## src/rtl/master_bus_pkg.sv

```systemverilog
// master_bus_pkg
//  Shared definitions for the master side of the serial system bus:
//  request instruction encodings, the receive-port state enum and a
//  helper that classifies an instruction as a read.
package master_bus_pkg;

  // Request types carried on the 2-bit instruction field.
  localparam logic [1:0] INSTR_RD_SINGLE = 2'b00;
  localparam logic [1:0] INSTR_RD_BURST  = 2'b01;
  localparam logic [1:0] INSTR_WR_SINGLE = 2'b10;
  localparam logic [1:0] INSTR_WR_BURST  = 2'b11;

  // Receive port states.
  typedef enum logic {
    ST_IDLE = 1'b0,
    ST_RX   = 1'b1
  } rx_state_t;

  // Only read requests cause the slave to send data back to the master.
  function automatic logic is_read(input logic [1:0] instr);
    return (instr == INSTR_RD_SINGLE) || (instr == INSTR_RD_BURST);
  endfunction

endpackage

```

## src/rtl/master_rx_shift.sv

```systemverilog
// master_rx_shift
//  Serial-to-parallel deserializer for one data_len-bit word.
//  A bit is taken on every clock where shift_en is high. On the clock
//  that takes the last bit of a word, word_complete is high and word
//  presents the fully assembled value (including the bit being taken),
//  so the parent can register it on that same edge. The bit counter
//  wraps to 0 on that edge, so back-to-back words need no idle cycle.
//
//  Bit order: LSB first by default; MSB first when the macro
//  MASTER_IN_MSB_FIRST_EN is defined.
//
//  Ports
//   clk            in   system clock
//   reset          in   asynchronous active-low reset
//   clear          in   restart at bit 0 (start of a new transfer)
//   shift_en       in   accept bit_in this cycle
//   bit_in         in   serial data bit
//   word           out  assembled word including bit_in (valid with word_complete)
//   word_complete  out  this cycle's accepted bit finishes a word
//
//  data_len must be at least 2.
module master_rx_shift #(
  parameter int data_len = 8
) (
  input  logic                clk,
  input  logic                reset,
  input  logic                clear,
  input  logic                shift_en,
  input  logic                bit_in,
  output logic [data_len-1:0] word,
  output logic                word_complete
);

  localparam int CNT_W = (data_len > 1) ? $clog2(data_len) : 1;

  logic [CNT_W-1:0]    bit_cnt_reg;
  logic [data_len-1:0] shift_reg;
  logic [data_len-1:0] shift_next;
  logic                last_bit;

  assign last_bit = (bit_cnt_reg == CNT_W'(data_len - 1));

  always_comb begin
`ifdef MASTER_IN_MSB_FIRST_EN
    // First bit ends up in the top position after data_len shifts.
    shift_next = {shift_reg[data_len-2:0], bit_in};
`else
    // First bit ends up in bit 0 after data_len shifts.
    shift_next = {bit_in, shift_reg[data_len-1:1]};
`endif
  end

  assign word          = shift_next;
  assign word_complete = shift_en && last_bit;

  always_ff @(posedge clk or negedge reset) begin
    if (!reset) begin
      bit_cnt_reg <= '0;
      shift_reg   <= '0;
    end else if (clear) begin
      bit_cnt_reg <= '0;
      shift_reg   <= '0;
    end else if (shift_en) begin
      shift_reg   <= shift_next;
      bit_cnt_reg <= last_bit ? '0 : bit_cnt_reg + CNT_W'(1);
    end
  end

endmodule

```

## src/rtl/master_in_port_rx.sv

```systemverilog
// master_in_port_rx
//  Master-side receive port of the serial system bus. After the master
//  transmit port finishes a read request (tx_done), this block accepts
//  one word (single read) or burst_num words (burst read, 0 meaning 1)
//  from the slave over a ready/valid bit handshake, presents each
//  completed word on data with a one-cycle new_rx pulse, and pulses
//  rx_done with the final word.
//
//  Build option: define MASTER_IN_MSB_FIRST_EN to receive bits MSB
//  first; the default build receives LSB first. Timing is identical.
//
//  Ports
//   clk           in   system clock
//   reset         in   asynchronous active-low reset
//   tx_done       in   request sent (1-cycle pulse)
//   instruction   in   request type, sampled with tx_done
//   burst_num     in   burst word count, sampled with tx_done
//   data          out  last complete received word (held)
//   rx_done       out  1-cycle pulse with the final word
//   new_rx        out  1-cycle pulse when data is updated
//   rx_data       in   serial data bit from slave
//   slave_valid   in   rx_data carries a valid bit
//   master_ready  out  port accepts bits (registered)
module master_in_port_rx
  import master_bus_pkg::*;
#(
  parameter int burst_len = 12,
  parameter int data_len  = 8
) (
  input  logic                 clk,
  input  logic                 reset,
  input  logic                 tx_done,
  input  logic [1:0]           instruction,
  input  logic [burst_len-1:0] burst_num,
  output logic [data_len-1:0]  data,
  output logic                 rx_done,
  output logic                 new_rx,
  input  logic                 rx_data,
  input  logic                 slave_valid,
  output logic                 master_ready
);

  rx_state_t state_reg, state_next;

  logic [burst_len-1:0] word_cnt_reg;
  logic [burst_len-1:0] word_total_reg;
  logic [data_len-1:0]  data_reg;
  logic                 rx_done_reg;
  logic                 new_rx_reg;
  logic                 master_ready_reg;

  logic                 start;
  logic                 accept;
  logic                 final_word;
  logic [data_len-1:0]  shift_word;
  logic                 word_complete;

  // master_ready is only ever high in RX, so it alone qualifies a bit.
  assign accept = master_ready_reg && slave_valid;

  master_rx_shift #(
    .data_len (data_len)
  ) u_shift (
    .clk           (clk),
    .reset         (reset),
    .clear         (start),
    .shift_en      (accept),
    .bit_in        (rx_data),
    .word          (shift_word),
    .word_complete (word_complete)
  );

  // State register.
  always_ff @(posedge clk or negedge reset) begin
    if (!reset) begin
      state_reg <= ST_IDLE;
    end else begin
      state_reg <= state_next;
    end
  end

  // Next-state logic. tx_done is only looked at in IDLE, so a stray
  // request during a transfer cannot disturb it.
  always_comb begin
    state_next = state_reg;
    start      = 1'b0;
    final_word = 1'b0;
    case (state_reg)
      ST_IDLE: begin
        if (tx_done && is_read(instruction)) begin
          start      = 1'b1;
          state_next = ST_RX;
        end
      end
      ST_RX: begin
        if (word_complete && (word_cnt_reg == word_total_reg - burst_len'(1))) begin
          final_word = 1'b1;
          state_next = ST_IDLE;
        end
      end
      default: state_next = ST_IDLE;
    endcase
  end

  // Word bookkeeping and output registers.
  always_ff @(posedge clk or negedge reset) begin
    if (!reset) begin
      word_cnt_reg     <= '0;
      word_total_reg   <= '0;
      data_reg         <= '0;
      rx_done_reg      <= 1'b0;
      new_rx_reg       <= 1'b0;
      master_ready_reg <= 1'b0;
    end else begin
      new_rx_reg  <= word_complete;
      rx_done_reg <= final_word;
      if (start) begin
        word_cnt_reg     <= '0;
        master_ready_reg <= 1'b1;
        // A burst of zero words still returns one word.
        if ((instruction == INSTR_RD_SINGLE) || (burst_num == '0)) begin
          word_total_reg <= burst_len'(1);
        end else begin
          word_total_reg <= burst_num;
        end
      end
      if (word_complete) begin
        data_reg     <= shift_word;
        word_cnt_reg <= word_cnt_reg + burst_len'(1);
      end
      if (final_word) begin
        master_ready_reg <= 1'b0;
      end
    end
  end

  assign data         = data_reg;
  assign rx_done      = rx_done_reg;
  assign new_rx       = new_rx_reg;
  assign master_ready = master_ready_reg;

endmodule

```

## config.mk

```make
export PLATFORM = sky130hd
export DESIGN_NAME = master_in_port_rx
export DESIGN_NICKNAME = d
export VERILOG_FILES = /design/src/rtl/master_bus_pkg.sv /design/src/rtl/master_rx_shift.sv /design/src/rtl/master_in_port_rx.sv
export SDC_FILE = /design/constraint.sdc
export NUM_CORES = 1
export LEC_CHECK = 0
export CAP_MARGIN = 40
export CORE_MARGIN = 2
export CORE_UTILIZATION = 55
export DETAILED_ROUTE_END_ITERATION = 10
export PLACE_DENSITY_LB_ADDON = 0.08
export REMOVE_ABC_BUFFERS = 1
export SETUP_SLACK_MARGIN = 0.3
export SLEW_MARGIN = 20
export SYNTH_ARGS = -nofsm -noshare
export SYNTH_HDL_FRONTEND = slang
export SYNTH_SLANG_ARGS = --single-unit
```

## constraint.sdc

```tcl
create_clock -name clk -period 2.9 [get_ports clk]
set_input_delay 0.435 -clock clk [delete_from_list [all_inputs] [get_ports clk]]
set_output_delay 0.435 -clock clk [all_outputs]
set_load 0.01 [all_outputs]
```

-- Word-level counts from Yosys, hierarchy flattened
Cells that the tools add are included.
- $lt $le $gt $ge: 0
- shift operators: 0
- div/mod/pow operators: 0
- multiply operators: 0
- muxes and demuxes: 16
- equal/unequal tests: 3
- add/sub/neg operators: 3
- reductions and logical operators: 11
- bitwise operators: 1
- operator list (kind ; number):
    $mux W12 ; 3
    $mux W8 ; 2
    $add A12 B1 Y12 const B ; 1
    $eq A12 B12 Y1 ; 1
    $logic_not A12 Y1 ; 1
    $sub A12 B1 Y12 const B ; 1
    $mux W3 ; 3
    $mux W1 ; 7
    $reduce_bool A2 Y1 ; 3
    $logic_and A1 B1 Y1 ; 4
    $add A3 B1 Y3 const B ; 1
    $eq A3 B3 Y1 const B ; 1
    $eq A2 B1 Y1 const B ; 1
    $logic_not A2 Y1 ; 1
    $logic_or A1 B1 Y1 ; 2
    $pmux W1 S2 ; 1
    $not A1 Y1 ; 1
- RAM bits: 0
- logic and storage cells: 43
- input bits: 19
- output and inout port bits: 11
- ROM bits: 0
- flip-flop bits (word level): 47
- latch bits: 0
- memories kept: 0

-- Longest topological paths before layout
Gate-level depths: netlist of run 1.
- word-level depth: 7
- depth in mapped cells: 9
- gate-level depth less buffers: 8

-- Hierarchy
Synthesis of run 1 repeated with hierarchy kept, for this count alone.
- cells, all modules: 226
- area, all modules: 2334.7 um^2
- by module, submodules not included (module ; cells each ; area each (um^2) ; times used ; seq. area each (um^2)):
    master_in_port_rx ; 189 ; 1890.6 ; 1 ; 900.9
    master_rx_shift ; 37 ; 444.2 ; 1 ; 250.2

-- Worst setup path after synthesis of run 1
Ideal clock, no wire load.
- path type: reg2reg
- start point: register word_total_reg[0]
- end point: register master_ready_reg (netlist: master_ready)
- arrival time: 1955 ps
- stages on the path, launching flop included: 9
- setup slack: 824 ps
- path buffers: 0
- cell sequence: dfrtp_1 > inv_1 > ha_1 > nor4b_1 > nand2_1 > and4bb_2 > nor3_1 > a2111o_1 > o22a_1
- cells in the longest elaborated chain, start to end: 6
- elaborated cells on any way between the ends: 7
- RTL lines (what ; RTL line ; source):
    start, declared ; master_in_port_rx.sv:46 ; logic [burst_len-1:0] word_total_reg;
    start signal, assigned ; master_in_port_rx.sv:122 ; word_total_reg <= burst_len'(1);
    start signal, assigned ; master_in_port_rx.sv:124 ; word_total_reg <= burst_num;
    $sub A12 B1 Y12 * ; master_in_port_rx.sv:96 ; if (word_complete && (word_cnt_reg == word_total_reg - burst_len'(1))) begin
    $eq A12 B12 Y1 * ; master_in_port_rx.sv:96 ;
    $logic_and A1 B1 Y1 * ; master_in_port_rx.sv:96 ;
    $mux W1 * ; master_in_port_rx.sv:96 ;
    $mux W1 * ; master_in_port_rx.sv:88 ; case (state_reg)
    $mux W1 / $reduce_bool A2 Y1 (equally long branches) ; -- ;
    end signal, assigned ; master_in_port_rx.sv:113 ; master_ready_reg <= 1'b0;
    end signal, assigned ; master_in_port_rx.sv:119 ; master_ready_reg <= 1'b1;
    end signal, assigned ; master_in_port_rx.sv:132 ; master_ready_reg <= 1'b0;
    end, declared ; master_in_port_rx.sv:50 ; logic master_ready_reg;
Every way passes the cells marked *; elsewhere a longest branch is shown, timed or not.
A chain may end at the register's enable or synchronous reset.

-- Final worst setup path of run 1
Same ends and word-level chain as after synthesis.

==> results.sh, run 1 <==
export IMPL_dpl_cell_area_sq_mm=0.00267
export IMPL_drt_iter0_drc=88
export IMPL_die_area_sq_mm=0.00474
export IMPL_path_clk_slew_ps=90
export IMPL_routabilityCongestion=0.837
export IMPL_irDropWorstVdd_mv=0.378
export IMPL_synth_area_leaders="dfrtp_1, nand2_1, o21ai_0"
export IMPL_timing_final_crit_share=0.774
export IMPL_clk_insertion_delay_late_ps=300
export IMPL_p_sw_uw=634
export IMPL_initial_core_util=0.575
export IMPL_grt_usage=0.227
export IMPL_maxSlewHeadroom=0.545
export IMPL_synth_warnings=0
export IMPL_status="complete, no violations"
export IMPL_final_max_slew_viol_count=0
export IMPL_tightest_slew_ps=680
export IMPL_drc_errors=0
export IMPL_synthFlopType="dfrtp_1"
export IMPL_dp_cells=324
export IMPL_core_sq_mm=0.00403
export IMPL_synth_cell_types=44
export IMPL_grt_overflow=0
export IMPL_finalClockSkew_ps=4.93
export IMPL_hold_viol=0
export IMPL_cts_tree="yes"
export IMPL_io_pins=30
export IMPL_p_clk_frac=0.204
export IMPL_pwr_share_comb=0.298
export IMPL_hpwl_mm=3.36
export IMPL_vias_per_cell=5.57
export IMPL_cts_made_buffers=5
export IMPL_seqPwrFrac=0.497
export IMPL_grt_antenna_before_repair=0
export IMPL_clk_path_buf_depth=2
export IMPL_num_vias=1849
export IMPL_tns_ps=0
export IMPL_syn2layout_area_growth_pct=19.2
export IMPL_fin_util=0.685
export IMPL_syn_cell_area_sq_mm=0.00231
export IMPL_synth_top_cell_area_share=0.497
export IMPL_root_buffer="clkbuf_8"
export IMPL_powerDensity_mw_per_mm2=688
export IMPL_synth_edf_count=0
export IMPL_cts_setup_buffers=0
export IMPL_critPathRequiredTime_ps=3090
export IMPL_hold_buffers=0
export IMPL_async_reset_ff_frac=1.00
export IMPL_finalInstanceArea_sq_mm=0.00276
export IMPL_die_y_microns=68.9
export IMPL_final_antenna_net_count=0
export IMPL_max_freq_mhz=445
export IMPL_path_class="flop to flop"
export IMPL_cp_end_kind="flop"
export IMPL_final_cells=332
export IMPL_std_cell_rows=23
export IMPL_swShare=0.334
export IMPL_min_period_ps=2250
export IMPL_setup_violations=0
export IMPL_htree_levels=2
export IMPL_grt_start_max_net_pins=29
export IMPL_startpoint_type="flop"
export IMPL_grt_pass1_vias=1777
export IMPL_worst_ep_arrival_time_ps=2430
export IMPL_grt_pass1_wl_mm=7.98
export IMPL_finish_net_count=304
export IMPL_rsz0062_at_grt="no"
export IMPL_yosysSeqAreaShare=0.497
export IMPL_p_leak_nw=1.24
export IMPL_drive_above_1_share=0.0709
export IMPL_drtPass1Iterations=4
export IMPL_critPathMaxFanout=4
export IMPL_cts_sinks=46
export IMPL_die_w_microns=68.9
export IMPL_post_synth_inst_count=250
export IMPL_hold_class="input pin to asynchronous set/reset pin"
export IMPL_wire_per_inst_microns=13.7
export IMPL_portBuffers=29
export IMPL_maxCapViolCount=0
export IMPL_wl_mm=4.53
export IMPL_cts_resized=0
export IMPL_p_int_mw=1.27
export IMPL_n_antenna_cell=0
export IMPL_postSynthAreaPerCell_sq_um=9.26
export IMPL_ys_ff_latch=46
export IMPL_synth_top_area_cell="dfrtp_1"
-- worst max-delay path, stage by stage (launching register included) --
cell	delay (ps)
dfrtp_1	430
inv_1	90
ha_1	210
nor4b_1	310
nand2_1	120
and4bb_2	290
nor3_1	50
a2111o_1	430
o22a_1	210
-- logic make-up after synthesis --
kind of cell / share of synthesized area
AO/OA/AOI/OAI: 0.151
XOR/XNOR: 0.0492
adder cells (fa/ha/maj): 0.0216
buffers and inverters: 0.0265
flip-flops: 0.497
multiplexers: 0.00432
AND/OR/NAND/NOR: 0.250
-- placed cells by master, fill, tap and decap left out, types with 2 or more instances in the layout --
cell type        count
nand2_1             57
dfrtp_1             46
clkdlybuf4s50_1     28
o21ai_0             19
a21oi_1             16
nor2_1              14
nand3_1             11
a22o_1               9
xnor2_1              8
inv_1                6
nor3_1               5
xor2_1               5
clkbuf_8             5
ha_1                 4
nand2b_1             3
nand4_1              3
and3_1               3
nor4_1               3
buf_4                3
and4bb_2             2
nand4b_1             2
and4_1               2
nand3b_1             2
-- power by group through the flow --
stage          Combinational [mW]  Sequential [mW]  Clock (mW)
3_5_place_dp                0.569            0.957           0
2_1_floorplan               0.356            0.944           0
4_1_cts                     0.572            0.944       0.405
5_1_grt                     0.642            0.968       0.429
3_3_place_gp                0.554            0.951           0
6_report                    0.567            0.945       0.388
-- final timing paths --
path                       depth (start not counted)  slack, ps              start                  to
max in group asynchronous                          2       2350              reset  word_total_reg[10]
setup reg to reg                                   8        650  word_total_reg[0]        master_ready
setup / recovery                                   8        650  word_total_reg[0]        master_ready
hold reg to reg                                    2        480            data[7]             data[7]
hold / removal                                     1         60              reset             data[1]
min in group clk                                   2        480            data[7]             data[7]
-- routing by layer --
metal  vias up  routed length, microns  part of all wire  GRT usage
li1        937                       -                 -          -
met1       874                    2260              0.50      0.301
met2        33                    2080              0.46      0.373
met3         5                     142             0.031     0.0487
met4         0                      58             0.013     0.0735
met5         -                       0                 0          0
-- stage by stage --
stage / power (mW) / hold WS [ps] / setup WS [ps]
finish: 1.90 / 61.4 / 654
CTS: 1.92 / 67.7 / 633
floorplan: 1.30 / 139 / 634
global route: 2.04 / 99.2 / 418
detailed placement: 1.53 / 402 / 570
global placement: 1.50 / 449 / 628
-- cell type report --
cell class	count	area, sq um
repair buffers	33	328
clock buffers	5	68.8
fillers	328	1270
flip-flops and latches	46	1150
well taps	50	62.6
multi-input cells	188	1100
inverters	7	26.3
clock inverters	3	21.3
-- Yosys cell counts, types with 2 or more instances --
cell	instances
nand2_1	57
dfrtp_1	46
o21ai_0	19
a21oi_1	16
nor2_1	14
nand3_1	11
a22o_1	9
xnor2_1	8
clkbuf_1	7
inv_1	6
nor3_1	5
xor2_1	5
ha_1	4
and3_1	3
nand2b_1	3
nand4_1	3
nor4_1	3
and4_1	2
and4bb_2	2
nand3b_1	2
nand4b_1	2
No activity file was read; power rests on OpenSTA's default activity.
==> inputs of run 2 (changes only) <==
--- a/config.mk
+++ b/config.mk
@@ -7,7 +7,7 @@
 export LEC_CHECK = 0
 export CAP_MARGIN = 40
 export CORE_MARGIN = 2
-export CORE_UTILIZATION = 55
+export CORE_UTILIZATION = 49
 export DETAILED_ROUTE_END_ITERATION = 10
 export PLACE_DENSITY_LB_ADDON = 0.08
 export REMOVE_ABC_BUFFERS = 1
==> constraint.sdc (replaced) <==
create_clock -name clk -period 1.8 [get_ports clk]
set_input_delay 0.27 -clock clk [delete_from_list [all_inputs] [get_ports clk]]
set_output_delay 0.27 -clock clk [all_outputs]
set_load 0.01 [all_outputs]
==> run 2 against run 1 <==
Compared with the run above: the run now ends with setup timing left; routed wire length up 39%; sequential power up 63%; clock skew up 1.6 ps; critical path depth unchanged; power up 100%; via count up 17%; clock-buffer cell count unchanged; critical endpoint unchanged; largest power group unchanged.
==> results.sh, run 2 (synthesis gave the netlist of run 1 again) <==
export IMPL_final_antenna_net_count=0
export IMPL_cp_slowest_cell="a2111o_1"
export IMPL_violations="setup timing"
export IMPL_vias_per_cell=5.62
export IMPL_critPathMaxFanout=3
export IMPL_layout_commonest_cell="dfrtp_1"
export IMPL_crit_chain="inv_2 > ha_4 > xnor2_1 > nor3_1 > o211ai_1 > nand4b_1 > a2111o_1 > o22a_1"
export IMPL_maxSlewHeadroom=0.708
export IMPL_hold_class="input pin to asynchronous set/reset pin"
export IMPL_dp_cells=361
export IMPL_n_antenna_cell=0
export IMPL_irDropWorstVdd_mv=0.762
export IMPL_num_vias=2164
export IMPL_clk_insertion_delay_late_ps=310
export IMPL_portBuffers=29
export IMPL_io_pins=30
export IMPL_die_w_microns=72.7
export IMPL_finalInstanceArea_sq_mm=0.00358
export IMPL_die_y_microns=72.7
export IMPL_syn2layout_area_growth_pct=54.6
export IMPL_slowest_delay_ps=420
export IMPL_path_clk_slew_ps=90
export IMPL_drive_above_1_share=0.378
export IMPL_max_freq_mhz=465
export IMPL_final_cells=385
export IMPL_powerDensity_mw_per_mm2=1080
export IMPL_worst_ep_arrival_time_ps=2350
export IMPL_routabilityCongestion=0.777
export IMPL_grt_overflow=0
export IMPL_hpwl_mm=3.91
export IMPL_core_sq_mm=0.00463
export IMPL_dpl_worst_slack_ps=-389
export IMPL_wl_mm=6.28
export IMPL_cts_sinks=46
export IMPL_clk_path_buf_depth=2
export IMPL_timing_final_crit_share=1.19
export IMPL_finish_net_count=353
export IMPL_cts_made_buffers=5
export IMPL_finalClockSkew_ps=6.56
export IMPL_fin_util=0.773
export IMPL_htree_levels=2
export IMPL_grt_antenna_before_repair=0
export IMPL_hold_viol=0
export IMPL_wire_per_inst_microns=16.3
export IMPL_p_leak_nw=1.65
export IMPL_hold_slack_ps=429
export IMPL_critPathRequiredTime_ps=2000
export IMPL_grt_pass1_wl_mm=9.42
export IMPL_die_area_sq_mm=0.00529
export IMPL_status="finished with violations"
export IMPL_drtPass1Iterations=4
export IMPL_startpoint_type="flop"
export IMPL_rsz0062_at_grt="yes"
export IMPL_final_cell_mix="dfrtp_1, nand2_1, buf_4"
export IMPL_initial_core_util=0.500
export IMPL_r2r_cells=8
export IMPL_grt_pass1_vias=2010
export IMPL_finalWorstSetupSlack_ps=-350
export IMPL_cts_tree="yes"
export IMPL_min_period_ps=2150
export IMPL_path_class="flop to flop"
export IMPL_dpl_cell_area_sq_mm=0.00294
export IMPL_drc_errors=0
export IMPL_final_max_slew_viol_count=0
export IMPL_grt_start_max_net_pins=30
export IMPL_cp_end_kind="flop"
export IMPL_grt_usage=0.229
export IMPL_maxCapViolCount=0
export IMPL_std_cell_rows=25
export IMPL_setup_violations=3
export IMPL_root_buffer="clkbuf_8"
export IMPL_drt_iter0_drc=97
export IMPL_tightest_slew_ps=438
[run 2: worst max-delay path, delay by kind of cell, from the launching register on]
kind | cells | cell delay [ps]
AOI/OAI and AO/OA | 3 | 770
and+or+nand+nor | 2 | 420
DFF | 1 | 410
adders and majority gates | 1 | 200
xor gates and xnor gates | 1 | 140
buffers and inverters | 1 | 100
[run 2: path summary, 6_finish.rpt]
kind                                   start                end  slack (ps)
max in group asynchronous              reset  word_total_reg[3]         850
setup / recovery           word_total_reg[0]       master_ready        -350
min in group clk                     data[4]            data[4]         480
setup reg to reg           word_total_reg[0]       master_ready        -350
hold reg to reg                      data[4]            data[4]         480
hold / removal                         reset    word_cnt_reg[4]         430
[run 2: repair_timing]
action,4_1_cts,5_1_grt
setup buffers,6,6
pin swaps,9,29
setup endpoints to repair,36,30
gates cloned,1,2
endpoints found under the hold margin,17,0
gates resized for setup,58,56
hold buffers,1,0
[run 2: area by class of cell]
type,count,area [sq um]
tap,54,67.6
sequential,46,1150
clock buffer,5,68.8
timing repair buffer,82,812
fill,309,1050
multi-input combinational,188,1400
inverter,7,33.8
clock inverter,3,45.0
[run 2: metrics by stage]
step           TNS (ps)  total power, mW
2_1_floorplan     -6100             2.09
3_3_place_gp      -2340             2.69
3_5_place_dp      -3220             2.72
4_1_cts            -639             3.62
5_1_grt           -1170             4.08
6_report           -961             3.87
[run 2: layer usage]
metal / GRT usage / part of all wire / wire length (microns) / vias to the layer above
met3: 0.0387 / 0.037 / 233 / 10
li1: - / - / - / 1045
met2: 0.370 / 0.53 / 3300 / 42
met5: 0 / 0 / 0 / -
met1: 0.305 / 0.42 / 2640 / 1067
met4: 0.0988 / 0.017 / 109 / 0
[run 2: power breakdown]
group	switching [mW]	leakage, nW	internal [mW]
combinational	0.684	1.00	0.842
sequential	0.254	0.598	1.29
clock	0.384	0.0504	0.413
total	1.32	1.65	2.54
==> inputs of run 3 (changes only) <==
--- a/config.mk
+++ b/config.mk
@@ -12,6 +12,7 @@
 export PLACE_DENSITY_LB_ADDON = 0.08
 export REMOVE_ABC_BUFFERS = 1
 export SETUP_SLACK_MARGIN = 0.3
+export SKIP_CTS_REPAIR_TIMING = 1
 export SLEW_MARGIN = 20
 export SYNTH_ARGS = -nofsm -noshare
 export SYNTH_HDL_FRONTEND = slang
==> run 3 against run 2 <==
Compared with the run above: the run still ends with setup timing left; register-to-register slack hardly changed; combinational power shrank 4%; cell count up 0.52%; sequential share of layout area up 0.61 points; non-clock buffer count is 2 higher; hold slack gained 0.84 ps; clock power decreased by 1%; critical path type unchanged; largest power group unchanged.
==> results.sh, run 3 (synthesis gave the netlist of run 1 again) <==
export IMPL_crit_buf_inv=1
export IMPL_grt_overflow=0
export IMPL_max_freq_mhz=466
export IMPL_min_period_ps=2150
export IMPL_syn2layout_area_growth_pct=51.6
export IMPL_path_clk_slew_ps=100
export IMPL_setup_violations=3
export IMPL_final_antenna_net_count=0
export IMPL_htree_levels=2
export IMPL_cts_tree="yes"
export IMPL_startpoint_type="flop"
export IMPL_final_cell_mix="dfrtp_1, buf_4, nand2_1"
export IMPL_grt_antenna_before_repair=0
export IMPL_io_pins=30
export IMPL_initial_core_util=0.500
export IMPL_p_total_mw=3.77
export IMPL_path_class="flop to flop"
export IMPL_worst_ep_arrival_time_ps=2340
export IMPL_p_leak_nw=1.69
export IMPL_maxSlewHeadroom=0.704
export IMPL_core_sq_mm=0.00463
export IMPL_drive_above_1_share=0.354
export IMPL_critPathRequiredTime_ps=2000
export IMPL_hold_class="input pin to asynchronous set/reset pin"
export IMPL_finish_net_count=355
export IMPL_drt_iter0_drc=78
export IMPL_tightest_slew_ps=444
export IMPL_final_cells=387
export IMPL_std_cell_rows=25
export IMPL_status="finished with violations"
export IMPL_routabilityCongestion=0.777
export IMPL_cp_end_kind="flop"
export IMPL_critPathMaxFanout=3
export IMPL_cp_slowest_cell="a2111o_1"
export IMPL_finalWorstSetupSlack_ps=-348
export IMPL_p_clk_frac=0.209
export IMPL_portBuffers=29
export IMPL_maxCapViolCount=0
export IMPL_seqPwrFrac=0.402
export IMPL_grt_pass1_wl_mm=8.89
export IMPL_final_max_slew_viol_count=0
export IMPL_violations="setup timing"
export IMPL_wire_per_inst_microns=15.8
export IMPL_vias_per_cell=5.57
export IMPL_die_area_sq_mm=0.00529
export IMPL_n_antenna_cell=0
export IMPL_finalClockSkew_ps=9.20
export IMPL_crit_chain="inv_2 > ha_4 > xnor2_1 > nor3_1 > o211ai_1 > nand4b_1 > a2111o_1 > o22a_1"
export IMPL_hpwl_mm=3.91
export IMPL_root_buffer="clkbuf_8"
export IMPL_die_w_microns=72.7
export IMPL_rsz0062_at_grt="yes"
export IMPL_grt_usage=0.214
export IMPL_hold_slack_ps=430
export IMPL_grt_pass1_vias=1938
export IMPL_clk_path_buf_depth=2
export IMPL_wl_mm=6.12
export IMPL_crit_family="compound AO/OA/AOI/OAI gates"
export IMPL_irDropWorstVdd_mv=0.834
export IMPL_p_sw_mw=1.27
export IMPL_grt_start_max_net_pins=30
export IMPL_cts_sinks=46
export IMPL_drtPass1Iterations=4
export IMPL_clk_insertion_delay_late_ps=310
export IMPL_die_y_microns=72.7
export IMPL_num_vias=2156
export IMPL_cts_made_buffers=5
export IMPL_slowest_delay_ps=420
export IMPL_hold_viol=0
export IMPL_pwr_share_comb=0.389
export IMPL_timing_final_crit_share=1.19
export IMPL_p_int_mw=2.51
export IMPL_dp_cells=361
export IMPL_powerDensity_mw_per_mm2=1080
export IMPL_layout_commonest_cell="dfrtp_1"
export IMPL_swShare=0.336
export IMPL_drc_errors=0
==> run 3: worst register-to-register path: stages (launching register included) <==
cell      delay, ps
dfrtp_1         410
inv_2            90
ha_4            200
xnor2_1         140
nor3_1          250
o211ai_1        120
nand4b_1        190
a2111o_1        420
o22a_1          230
==> run 3: power groups by stage <==
stage / combinational, mW / clock (mW) / sequential, mW
floorplan: 0.573 / 0 / 1.52
global placement: 1.22 / 0 / 1.47
detailed placement: 1.24 / 0 / 1.48
CTS: 1.25 / 0.802 / 1.45
global route: 1.61 / 0.829 / 1.56
finish: 1.47 / 0.788 / 1.52
==> run 3: worst paths after layout <==
path	depth (start not counted)	endpoint	startpoint	slack, ps
setup / recovery	8	master_ready	word_total_reg[0]	-350
hold / removal	2	word_cnt_reg[4]	reset	430
setup reg to reg	8	master_ready	word_total_reg[0]	-350
hold reg to reg	2	data[7]	data[7]	480
max in group asynchronous	3	word_total_reg[3]	reset	830
min in group clk	2	data[7]	data[7]	480
==> run 3: area by class of cell <==
type                       count  area (sq um)
sequential                    46          1150
multi-input combinational    188          1370
timing repair buffer          84           777
fill                         319          1120
tap                           54          67.6
clock buffer                   5          68.8
inverter                       7          30.0
clock inverter                 3          45.0
==> run 3: per-stage QoR <==
| stage | worst slack [ps] | utilization | TNS (ps) | cell area [sq um] |
|---|---|---|---|---|
| 2_1_floorplan | -466 | - | -6100 | 2280 |
| 3_3_place_gp | -309 | 0.634 | -2340 | 2940 |
| 3_5_place_dp | -389 | 0.634 | -3220 | 2940 |
| 4_1_cts | -409 | 0.659 | -2360 | 3050 |
| 5_1_grt | -450 | 0.758 | -1260 | 3510 |
| 6_report | -348 | 0.758 | -942 | 3510 |
==> run 3: layer usage <==
layer	part of all wire	up-vias	GRT usage	routed length, microns
met5	0	-	0	0
li1	-	1043	-	-
met1	0.43	1054	0.285	2640
met3	0.032	10	0.0304	193
met4	0.017	0	0.113	102
met2	0.52	49	0.340	3180
